<file path="src/rtl/vram_arb_pkg.sv">
// Shared types and parameter defaults for the VRAM arbiter.
package vram_arb_pkg;

  // Default geometry and starvation limit
  localparam int RAM_AW_DEFAULT       = 16;
  localparam int VID_AW_DEFAULT       = 13;
  localparam int CPU_MAX_WAIT_DEFAULT = 6;

  // Access sequencer states
  typedef enum logic [1:0] {
    IDLE  = 2'd0,
    ISSUE = 2'd1,
    DATA  = 2'd2
  } state_e;

  // Owner of the access currently in flight (or being granted)
  typedef enum logic [1:0] {
    NONE = 2'd0,
    CPU  = 2'd1,
    VID  = 2'd2
  } owner_e;

endpackage

</file>
<file path="src/rtl/vram_arbiter.sv">
// Two-requester (CPU / video) arbiter for a single-port synchronous RAM.
// One RAM access per two cycles: ISSUE drives the RAM port, DATA waits for
// the read data, which is registered together with the ack/valid pulse.
// Video has priority unless the CPU has been stalled CPU_MAX_WAIT cycles.
module vram_arbiter
  import vram_arb_pkg::*;
#(
  parameter int RAM_AW       = RAM_AW_DEFAULT,
  parameter int VID_AW       = VID_AW_DEFAULT,
  parameter int CPU_MAX_WAIT = CPU_MAX_WAIT_DEFAULT
) (
  input  logic              clk,
  input  logic              reset_n,
  input  logic              cpu_req,
  input  logic              cpu_we,
  input  logic [RAM_AW-1:0] cpu_addr,
  input  logic [7:0]        cpu_wdata,
  output logic [7:0]        cpu_rdata,
  output logic              cpu_ack,
  output logic              cpu_wait_n,
  input  logic              vid_req,
  input  logic [VID_AW-1:0] vid_addr,
  output logic [7:0]        vid_rdata,
  output logic              vid_valid,
  output logic              ram_en,
  output logic              ram_we,
  output logic [RAM_AW-1:0] ram_addr,
  output logic [7:0]        ram_wdata,
  input  logic [7:0]        ram_rdata
);

  localparam int             CNT_W   = $clog2(CPU_MAX_WAIT + 1);
  localparam logic [CNT_W-1:0] CNT_MAX = CNT_W'(CPU_MAX_WAIT);

  state_e              state_q;
  owner_e              owner_q;
  owner_e              grant_s;
  logic [CNT_W-1:0]    cnt_q;
  logic [CNT_W-1:0]    cnt_d;
  logic                wr_q;
  logic                cpu_elig_s;
  logic                vid_elig_s;
  logic                cpu_wait_s;
  logic                arb_ok_s;

  logic                ram_en_q;
  logic                ram_we_q;
  logic [RAM_AW-1:0]   ram_addr_q;
  logic [7:0]          ram_wdata_q;
  logic                cpu_ack_q;
  logic                vid_valid_q;
  logic [7:0]          cpu_rdata_q;
  logic [7:0]          vid_rdata_q;

  assign ram_en     = ram_en_q;
  assign ram_we     = ram_we_q;
  assign ram_addr   = ram_addr_q;
  assign ram_wdata  = ram_wdata_q;
  assign cpu_ack    = cpu_ack_q;
  assign vid_valid  = vid_valid_q;
  assign cpu_rdata  = cpu_rdata_q;
  assign vid_rdata  = vid_rdata_q;
  assign cpu_wait_n = ~(cpu_req & ~cpu_ack_q);

  // Eligibility, grant decision and starvation counter next state.
  // The owner of the access in DATA is excluded so a request still held
  // while its own data is in flight is not granted a second time.
  always_comb begin
    arb_ok_s   = (state_q == IDLE) || (state_q == DATA);
    cpu_elig_s = cpu_req && !cpu_ack_q && !((state_q == DATA) && (owner_q == CPU));
    vid_elig_s = vid_req && !vid_valid_q && !((state_q == DATA) && (owner_q == VID));
    cpu_wait_s = cpu_req && !cpu_ack_q && !((state_q != IDLE) && (owner_q == CPU));

    grant_s = NONE;
    if (!arb_ok_s) begin
      grant_s = NONE;
    end else if (cpu_elig_s && ((cnt_q == CNT_MAX) || !vid_elig_s)) begin
      grant_s = CPU;
    end else if (vid_elig_s) begin
      grant_s = VID;
    end else begin
      grant_s = NONE;
    end

    cnt_d = cnt_q;
    if (!cpu_req || (grant_s == CPU)) begin
      cnt_d = '0;
    end else if (cpu_wait_s && (cnt_q < CNT_MAX)) begin
      cnt_d = cnt_q + CNT_W'(1);
    end else begin
      cnt_d = cnt_q;
    end
  end

  // Access sequencer with registered RAM port and completion outputs
  always_ff @(posedge clk or negedge reset_n) begin
    if (!reset_n) begin
      state_q     <= IDLE;
      owner_q     <= NONE;
      cnt_q       <= '0;
      wr_q        <= 1'b0;
      ram_en_q    <= 1'b0;
      ram_we_q    <= 1'b0;
      ram_addr_q  <= '0;
      ram_wdata_q <= 8'h00;
      cpu_ack_q   <= 1'b0;
      vid_valid_q <= 1'b0;
      cpu_rdata_q <= 8'h00;
      vid_rdata_q <= 8'h00;
    end else begin
      cnt_q       <= cnt_d;
      cpu_ack_q   <= 1'b0;
      vid_valid_q <= 1'b0;
      ram_en_q    <= 1'b0;
      ram_we_q    <= 1'b0;
      case (state_q)
        ISSUE: begin
          state_q <= DATA;
        end
        IDLE, DATA: begin
          if (state_q == DATA) begin
            if (owner_q == CPU) begin
              cpu_ack_q <= 1'b1;
              if (!wr_q) begin
                cpu_rdata_q <= ram_rdata;
              end
            end else if (owner_q == VID) begin
              vid_valid_q <= 1'b1;
              vid_rdata_q <= ram_rdata;
            end
          end
          if (grant_s != NONE) begin
            state_q  <= ISSUE;
            owner_q  <= grant_s;
            ram_en_q <= 1'b1;
            if (grant_s == CPU) begin
              ram_we_q    <= cpu_we;
              wr_q        <= cpu_we;
              ram_addr_q  <= cpu_addr;
              ram_wdata_q <= cpu_wdata;
            end else begin
              ram_we_q    <= 1'b0;
              wr_q        <= 1'b0;
              ram_addr_q  <= RAM_AW'(vid_addr);
              ram_wdata_q <= 8'h00;
            end
          end else begin
            state_q <= IDLE;
            owner_q <= NONE;
          end
        end
        default: begin
          state_q <= IDLE;
          owner_q <= NONE;
        end
      endcase
    end
  end

endmodule

</file>
<file path="config.mk">
export PLATFORM = sky130hd
export DESIGN_NAME = vram_arbiter
export DESIGN_NICKNAME = d
export VERILOG_FILES = /design/src/rtl/vram_arb_pkg.sv /design/src/rtl/vram_arbiter.sv
export SDC_FILE = /design/constraint.sdc
export NUM_CORES = 1
export LEC_CHECK = 0
export BUFFER_PORTS_ARGS = -buffer_cell sky130_fd_sc_hd__buf_4
export CAP_MARGIN = 20
export CORE_UTILIZATION = 48
export DETAILED_ROUTE_END_ITERATION = 10
export HOLD_SLACK_MARGIN = 0.15
export PLACE_DENSITY = 0.8
export SYNTH_ARGS = -nofsm -noshare
export SYNTH_HDL_FRONTEND = slang
export SYNTH_SLANG_ARGS = --single-unit
</file>
<file path="constraint.sdc">
create_clock -name clk -period 2.24 [get_ports clk]
set_input_delay 0.336 -clock clk [delete_from_list [all_inputs] [get_ports clk]]
set_output_delay 0.336 -clock clk [all_outputs]
set_load 0.02 [all_outputs]
</file>
# Word level (Yosys, flattened, before mapping)
# Index checks and enable logic that the tools add are counted.
# Widths: inputs -> output; s select.
[classes] n_bitwise=5 mux=23 n_addsub=1 eq_ne=6 order_cmp=1 n_reduce_logical=28
[op_table] cell="$mux 16" count=1
[op_table] cell="$mux 1" count=13
[op_table] cell="$logic_and 1x1->1" count=10
[op_table] cell="$mux 2" count=4
[op_table] cell="$mux 8" count=1
[op_table] cell="$pmux 2 s2" count=2
[op_table] cell="$reduce_and 4->1" count=2
[op_table] cell="$logic_not 1->1" count=7
[op_table] cell="$eq 2x1->1 const B" count=3
[op_table] cell="$mux 3" count=2
[op_table] cell="$reduce_bool 2->1" count=3
[op_table] cell="$eq 2x2->1 const B" count=2
[op_table] cell="$not 1->1" count=4
[op_table] cell="$add 3x1->3 const B" count=1
[op_table] cell="$eq 3x3->1 const B" count=1
[op_table] cell="$logic_or 1x1->1" count=3
[op_table] cell="$lt 3x3->1 const B" count=1
[op_table] cell="$logic_not 2->1" count=1
[op_table] cell="$reduce_and 2->1" count=1
[op_table] cell="$reduce_or 2->1" count=1
[op_table] cell="$and 1x1->1" count=1
[totals] inputBits=50 regBits=52 out_inout_bits=45

# Depth between registers and ports, before layout
# Gate-level depths: netlist of the first run.
[depth] word_depth=13 ltp_mapped=8 ltp_nobuf=6

# Least setup slack after synthesis of the first run
# Ideal clock, no wire load.
[synth_path] kind="register to register" startpoint="register cpu_ack_q (netlist: cpu_ack)" endpoint="register ram_addr_q[1] (netlist: ram_addr[1])" n_path_buf=2 arrival_time_ps=1858 required_time_ps=2113 setup_ps=127 synth_period_minus_slack_ps=1986 path_stages_with_launch=8 setup_slack_ps=254 path_cell_list="dfrtp_1 -> and2b_1 -> inv_1 -> a311oi_4 -> and2_1 -> buf_4 -> buf_6 -> mux2_1"
[synth_between] elab_chain_len=8 word_cells_on_any_way=10 classes_between="1 x eq/ne; 3 x mux; 6 x reduce/logical"
[synth_rtl] item="from (decl)" line_no="vram_arbiter.sv:50" text="logic cpu_ack_q;"
[synth_rtl] item="from (signal assigned)" line_no="vram_arbiter.sv:106" text="cpu_ack_q <= 1'b0;"
[synth_rtl] item="from (signal assigned)" line_no="vram_arbiter.sv:112" text="cpu_ack_q <= 1'b0;"
[synth_rtl] item="from (signal assigned)" line_no="vram_arbiter.sv:123" text="cpu_ack_q <= 1'b1;"
[synth_rtl] item="$logic_not 1->1 (*)" line_no="vram_arbiter.sv:70" text="cpu_elig_s = cpu_req && !cpu_ack_q && !((state_q == DATA) && (owner_q == CPU));"
[synth_rtl] item="$logic_and 1x1->1 (*) (2 in series)" line_no="vram_arbiter.sv:70"
[synth_rtl] item="$logic_and 1x1->1 (*)" line_no="vram_arbiter.sv:77" text="end else if (cpu_elig_s && ((cnt_q == CNT_MAX) || !vid_elig_s)) begin"
[synth_rtl] item="$mux 2 (*)" line_no="vram_arbiter.sv:77"
[synth_rtl] item="$mux 2 (*)" line_no="vram_arbiter.sv:75" text="if (!arb_ok_s) begin"
[synth_rtl] item="$eq 2x1->1 / $reduce_bool 2->1 (equally long branches)" line_no="vram_arbiter.sv:136, vram_arbiter.sv:132"
[synth_rtl] item="$mux 16 / $reduce_and 2->1 (equally long branches)"
[synth_rtl] item="to (signal assigned)" line_no="vram_arbiter.sv:139" text="ram_addr_q <= cpu_addr;"
[synth_rtl] item="to (signal assigned)" line_no="vram_arbiter.sv:144" text="ram_addr_q <= RAM_AW'(vid_addr);"
[synth_rtl] item="to (decl)" line_no="vram_arbiter.sv:48" text="logic [RAM_AW-1:0] ram_addr_q;"
# Mark *: on every way between the ends. The rest lies on a longest branch, timed or not.
# A chain may end at the register's enable or synchronous reset.

# Worst setup path after layout of the first run
[layout_path] startpoint="register owner_q[0]" endpoint="register ram_addr_q[12] (netlist: ram_addr[12])"
[layout_between] elab_chain_len=11 word_cells_on_any_way=18 classes_between="3 x eq/ne; 4 x mux; 11 x reduce/logical"
[layout_rtl] item="from (decl)" line_no="vram_arbiter.sv:36" text="owner_e owner_q;"
[layout_rtl] item="from (signal assigned)" line_no="vram_arbiter.sv:134" text="owner_q <= grant_s;"
[layout_rtl] item="$eq 2x2->1" line_no="vram_arbiter.sv:71" text="vid_elig_s = vid_req && !vid_valid_q && !((state_q == DATA) && (owner_q == VID));"
[layout_rtl] item="$logic_and 1x1->1" line_no="vram_arbiter.sv:71"
[layout_rtl] item="$logic_not 1->1" line_no="vram_arbiter.sv:71"
[layout_rtl] item="$logic_and 1x1->1" line_no="vram_arbiter.sv:71"
[layout_rtl] item="$logic_not 1->1" line_no="vram_arbiter.sv:77"
[layout_rtl] item="$logic_or 1x1->1" line_no="vram_arbiter.sv:77"
[layout_rtl] item="$logic_and 1x1->1" line_no="vram_arbiter.sv:77"
[layout_rtl] item="$mux 2 (*)" line_no="vram_arbiter.sv:77"
[layout_rtl] item="$mux 2 (*)" line_no="vram_arbiter.sv:75"
[layout_rtl] item="$eq 2x1->1 / $reduce_bool 2->1 (equally long branches)" line_no="vram_arbiter.sv:136, vram_arbiter.sv:132"
[layout_rtl] item="$mux 16 / $reduce_and 2->1 (equally long branches)"
# Marked as above.

==> run metrics, run 1 <==
Worst-path clk slew approximately 0.090 ns; die area just over 5000 um2; Flop pwr share 0.379; Slowest cell on crit path dfrtp_1; RSZ-0062 raised after global routing no; TNS Setup 0 ns; reg2reg setup slack ~0.24 ns; vias in the first global route around 1700; Max-Slew Margin vs Limit 0.569; R2R depth 5; P per Cell Area 1320 nW/um2; Max Transition Viols Final 0; multi-input combinational cell area just over 900 um2; wire length of the first global-routing pass roughly 8.1 mm; status complete, but fails checks; clock root buffer clkbuf_8; hold depth 3; Num CTS Buffers 5; worst-path cell chain nand4bb_2, a311oi_4, and2_1, buf_12, mux2_2; P_leak ~1.6 nW; Setup WS pre-CTS approximately 0.25 ns; IO Port Bufs 94; row count 24; count of final setup violators 0; worst min-delay path category input port to flip-flop; switching power about 0.0016 W; cell with the most instances after synthesis dfrtp_1; Vias/cell between 5 and 6; hold_sp ram_rdata[7]; Vias around 1700; Mapped Area between 2000 and 2500 um2; I/O pin total 95; post-CTS resize count 0; async set-reset flop share out of synthesis 1.00; period utilization 0.894; final worst slack between 0.2 and 0.25 ns; worst-path fanout max 28; RR Endpoint ram_addr[12]; total grt overflow 0; clock tree buffer depth 2; initial core utilization 0.515; Area Overhead vs Synth 37.0%; Hold EP vid_rdata[7]; DR iter-0 viols 46; CP endpoint kind flip-flop; max_cap viols 0; sw frac 0.378; Die Y around 71 um; cell count after synthesis between 150 and 200; syn avg cell area ~12 um2; fillers approximately 360; share of cells above drive strength 1 0.472; Max VDD drop between 0.0008 and 0.0009 V; GRT Total Usage 0.204; die width approximately 71 um; Pre-antenna DRT Iters 7; flip-flop and latch area between 1000 and 1500 um2; sequential area share after synthesis 0.564; clk sink count 52; ys flop type dfrtp_1; largest net degree at the start of global routing 53; violated checks DRC; Commonest cells post-synth dfrtp_1 (52), nand2_1 (39), mux2_2 (20); DR WL/cell 14.3 um; ant diodes 0; EDFF count, synth 0; gpl congestion roughly 0.8; Worst path max stage delay between 0.4 and 0.5 ns; Post-DP HPWL roughly 3.5 mm; flops & latches, synth between 50 and 60; worst r2r src owner_q[0]; worst slew pin tran 0.646 ns; area share of the largest cell type after synthesis 0.564; Int Power 0.00259 W; area leader, netlist dfrtp_1; Clk Latency, worst-skew pair approximately 0.3 ns; FMAX around 500 MHz; arrival time worst endpoint 2.18 ns; Crit Path Class flip-flop to flip-flop; skew final roughly 0.0071 ns; Fin. Hold Viols 0; DRC viols 6; syn_nets around 240; Synth cell types 33; minimum clock period around 2 ns; total core area 4470 um2; DRT Wirelength just under 5 mm; post-route ant nets 0; Synth Warn # 0; Comb pwr share 0.490; H-Tree Depth 2; part of the power in the clock network 0.132; crit start category flip-flop; Area contributors post-synth dfrtp_1 (56%), mux2_2 (9.8%), nand2_1 (6.3%); antenna violations before repair 0; CP Data Required Time around 2.4 ns; nets@finish about 340; TritonCTS clock tree built
[area by class of cell]
| type | count | area share |
|---|---|---|
| clock buffer | 8 | 0.0285 |
| inverter | 5 | 0.00594 |
| multi-input combinational | 122 | 0.288 |
| sequential | 52 | 0.412 |
| tap | 52 | 0.0206 |
| timing repair buffer | 101 | 0.245 |
[through the flow]
step	cell area (um2)	cells	total power, W	hold slack (ns)	utilization
2_1_floorplan	2310	189	0.00281	0.0404	-
3_3_place_gp	3060	331	0.00359	0.409	0.684
3_5_place_dp	3060	331	0.00365	0.411	0.684
4_1_cts	3160	340	0.00420	0.223	0.706
5_1_grt	3160	340	0.00441	0.224	0.706
6_report	3160	340	0.00416	0.231	0.706
[cell usage in the layout, fill, tap and decap left out, drive strengths merged]
master         n
o21ai         12
nor2           2
and2           1
clkinv         1
o21bai         1
nand3         12
mux2          34
xor2           1
buf          100
nand2         39
nand2b         2
xnor2          1
o2111ai        1
a21o           1
and3           1
dfrtp         52
ha             2
nor3b          3
dlygate4sd3    1
and2b          2
mux2i          1
a311oi         1
nor2b          1
and4bb         1
inv            4
clkbuf         8
nand4bb        1
o211ai         1
or2b           1
[critical path: cells and delay by family (launching register included)]
family / cells / cell delay, ns
AO/OA/AOI/OAI: 1 / 0.26
multiplexers: 1 / 0.35
buffers and inverters: 1 / 0.21
AND/OR/NAND/NOR: 2 / 0.64
flip-flops: 1 / 0.41
[cells by family (layout without fill, tap and decap cells)]
family	after synthesis	in the layout	share of synthesized area
simple gates	66	66	0.145
flops	52	52	0.564
mux	35	35	0.180
compound gates	17	17	0.0510
buf+inv	15	114	0.0407
fa+ha+maj	2	2	0.0109
xor+xnor	2	2	0.00760
[worst max path at each step]
stage | start | endpoint
floorplan | cpu_ack | ram_addr[1]
global placement | cnt_q[0] | ram_addr[0]
detailed placement | owner_q[0] | ram_addr[12]
CTS | owner_q[0] | ram_addr[12]
global route | owner_q[0] | ram_addr[12]
finish | owner_q[0] | ram_addr[12]
[power by group through the flow]
stage                     logic (W)  clock network [W]  registers, W
after global placement      0.00201                  0       0.00158
after floorplan            0.000791                  0       0.00202
after global routing        0.00218           0.000602       0.00163
after CTS                   0.00206           0.000563       0.00158
after detailed placement    0.00206                  0       0.00159
final                       0.00204           0.000547       0.00158
[flip-flops by register name, summed over array words and instances, names as in the netlist]
signal and flops:
vid_valid 1, ram_addr 16, state_q 2, ram_we 1, cpu_ack 1, cpu_rdata 8
owner_q 2, ram_en 1, vid_rdata 8, ram_wdata 8, wr_q 1, cnt_q 3
[metal layers]
layer  global-route usage  routed length (um)
met1                0.262                2170
met2                0.346                2380
met3               0.0506                 270
met4               0.0511                  51
met5                    0                   0
[what timing repair did]
action                                 CTS  global route
hold buffers                             1             0
endpoints found under the hold margin   52             0
setup buffers                            0             0
No activity file was read; power rests on OpenSTA's default activity.
==> run 2, diff against run 1 <==
Settings changed: REMOVE_ABC_BUFFERS from default to 1.
==> run metrics, run 2 (synthesized netlist as in run 1, its figures left out) <==
status complete, but fails checks; violated checks DRC; Fin. Hold Viols 0 (unchanged); GRT Total Usage 0.214 (+0.0109); worst-path fanout max 28 (unchanged); CP Data Required Time 2.43 ns (about the same); antenna violations before repair 0 (unchanged); Area Overhead vs Synth 36.5%; WHS 0.228 ns (-0.00342 ns); Max-Slew Margin vs Limit 0.578 (+0.00871); hold depth 3 (unchanged); RSZ-0062 raised after global routing no; count of final setup violators 0 (unchanged); period utilization 0.842 (-0.0515); initial core utilization 0.515 (unchanged); worst slew pin tran 0.633 ns (-0.0131 ns); DRT Wirelength 5.03 mm (+3.2%); skew final 0.00357 ns (-0.00356 ns); Die Y 71.3 um (unchanged); Max VDD drop 0.000649 V (-25%); CTS Hold Bufs 1 (unchanged); H-Tree Depth 2 (unchanged); vias in the first global route 1755 (+0.57%); largest net degree at the start of global routing 53 (unchanged); gpl congestion 0.829 (+6.0%); arrival time worst endpoint 2.07 ns (-0.11 ns); worst min-delay path category input port to flip-flop; Tot Pwr 0.00414 W (-0.60%); share of cells above drive strength 1 0.472 (unchanged); ant diodes 0 (unchanged); clk sink count 52 (unchanged); wire length of the first global-routing pass 8.34 mm (+3.3%); FMAX 530 MHz (+6.1%); clock root buffer clkbuf_8; Clk Latency, worst-skew pair 0.30 ns (about the same); Num CTS Buffers 5 (unchanged); Post-DP HPWL 3.72 mm (+6.7%); die area 5090 um2 (unchanged); P per Cell Area 1310 nW/um2 (-0.21%); IO Port Bufs 94 (unchanged); I/O pin total 95 (unchanged); post-CTS resize count 0 (unchanged); die width 71.3 um (unchanged); nets@finish 339 (unchanged); Worst-path clk slew 0.08 ns (about the same); cell total after placement 331 (unchanged); TritonCTS clock tree built; Pre-antenna DRT Iters 7 (unchanged); R2R depth 4 (-1); most frequent cells in the layout buf_4 (100), dfrtp_1 (52), nand2_1 (39), mux2_2 (20), o21ai_0 (12); post-CTS setup buffers 0 (unchanged); total core area 4470 um2 (unchanged); P_leak 1.59 nW (-0.16%); CP endpoint kind flip-flop; crit start category flip-flop; post-route ant nets 0 (unchanged); Crit Path Class flip-flop to flip-flop; total grt overflow 0 (unchanged); minimum clock period 1.89 ns (-0.115 ns); TNS Setup 0 ns (unchanged); Finished Core Util 0.703 (-0.00280); most common cell after layout, fill and taps aside buf_4; clock tree buffer depth 2 (unchanged); Max Transition Viols Final 0 (unchanged); Vias/cell 5.05 (+0.12%); DR iter-0 viols 64 (+39%); Post-Layout Cell Count 340 (unchanged); Vias 1716 (+0.12%); DR WL/cell 14.8 um (+3.2%); DRC viols 3 (-3); Largest register FFs 16 (unchanged); row count 24 (unchanged); max_cap viols 0 (unchanged)
run 2: cell types whose count changed in the layout (fill, tap and decap cells not counted):
cell,before,now
buf_12,1,0
buf_4,99,100
run 2: final cells by class:
type / count / area [um2]
clock buffers: 8 / 90.1
fillers: 333 / 1330
inverters: 5 / 18.8
multi-input cells: 122 / 911
flip-flops and latches: 52 / 1300
well taps: 52 / 65.1
repair buffers: 101 / 761
run 2: critical path, stage by stage, from the launching register on:
cell and delay, ns:
dfrtp_1 0.41, nand4bb_2 0.34, nand3_4 0.36, mux2_2 0.38, mux2_1 0.28
run 2: worst paths after layout:
path | start | to | slack (ns)
worst max-delay path | owner_q[0] | ram_addr[3] | 0.35
worst min-delay path | ram_rdata[4] | vid_rdata[4] | 0.23
worst max register to register | owner_q[0] | ram_addr[3] | 0.35
worst min register to register | vid_rdata[6] | vid_rdata[6] | 0.49
max in group asynchronous | reset_n | ram_addr[7] | 1.22
min in group asynchronous | reset_n | cpu_rdata[0] | 0.60
run 2: metal layers:
| layer | routed length (um) | GRT usage | vias to the layer above |
|---|---|---|---|
| li1 | - | - | 833 |
| met1 | 2100 | 0.273 | 822 |
| met2 | 2580 | 0.358 | 51 |
| met3 | 235 | 0.0506 | 10 |
| met4 | 110 | 0.0822 | 0 |
| met5 | 0 | 0 | - |
run 2: power by group:
group | internal [W] | switching (W) | total, W | leakage [nW]
registers | 0.00135 | 0.000235 | 0.00158 | 0.652
logic | 0.000979 | 0.00104 | 0.00202 | 0.889
clock network | 0.000252 | 0.000284 | 0.000536 | 0.0455
total | 0.00258 | 0.00156 | 0.00414 | 1.59
run 2: through the flow:
step,area (um2),setup slack [ns]
2_1_floorplan,2230,-0.312
5_1_grt,3150,0.229
3_3_place_gp,3050,0.393
4_1_cts,3150,0.328
3_5_place_dp,3050,0.346
6_report,3150,0.353
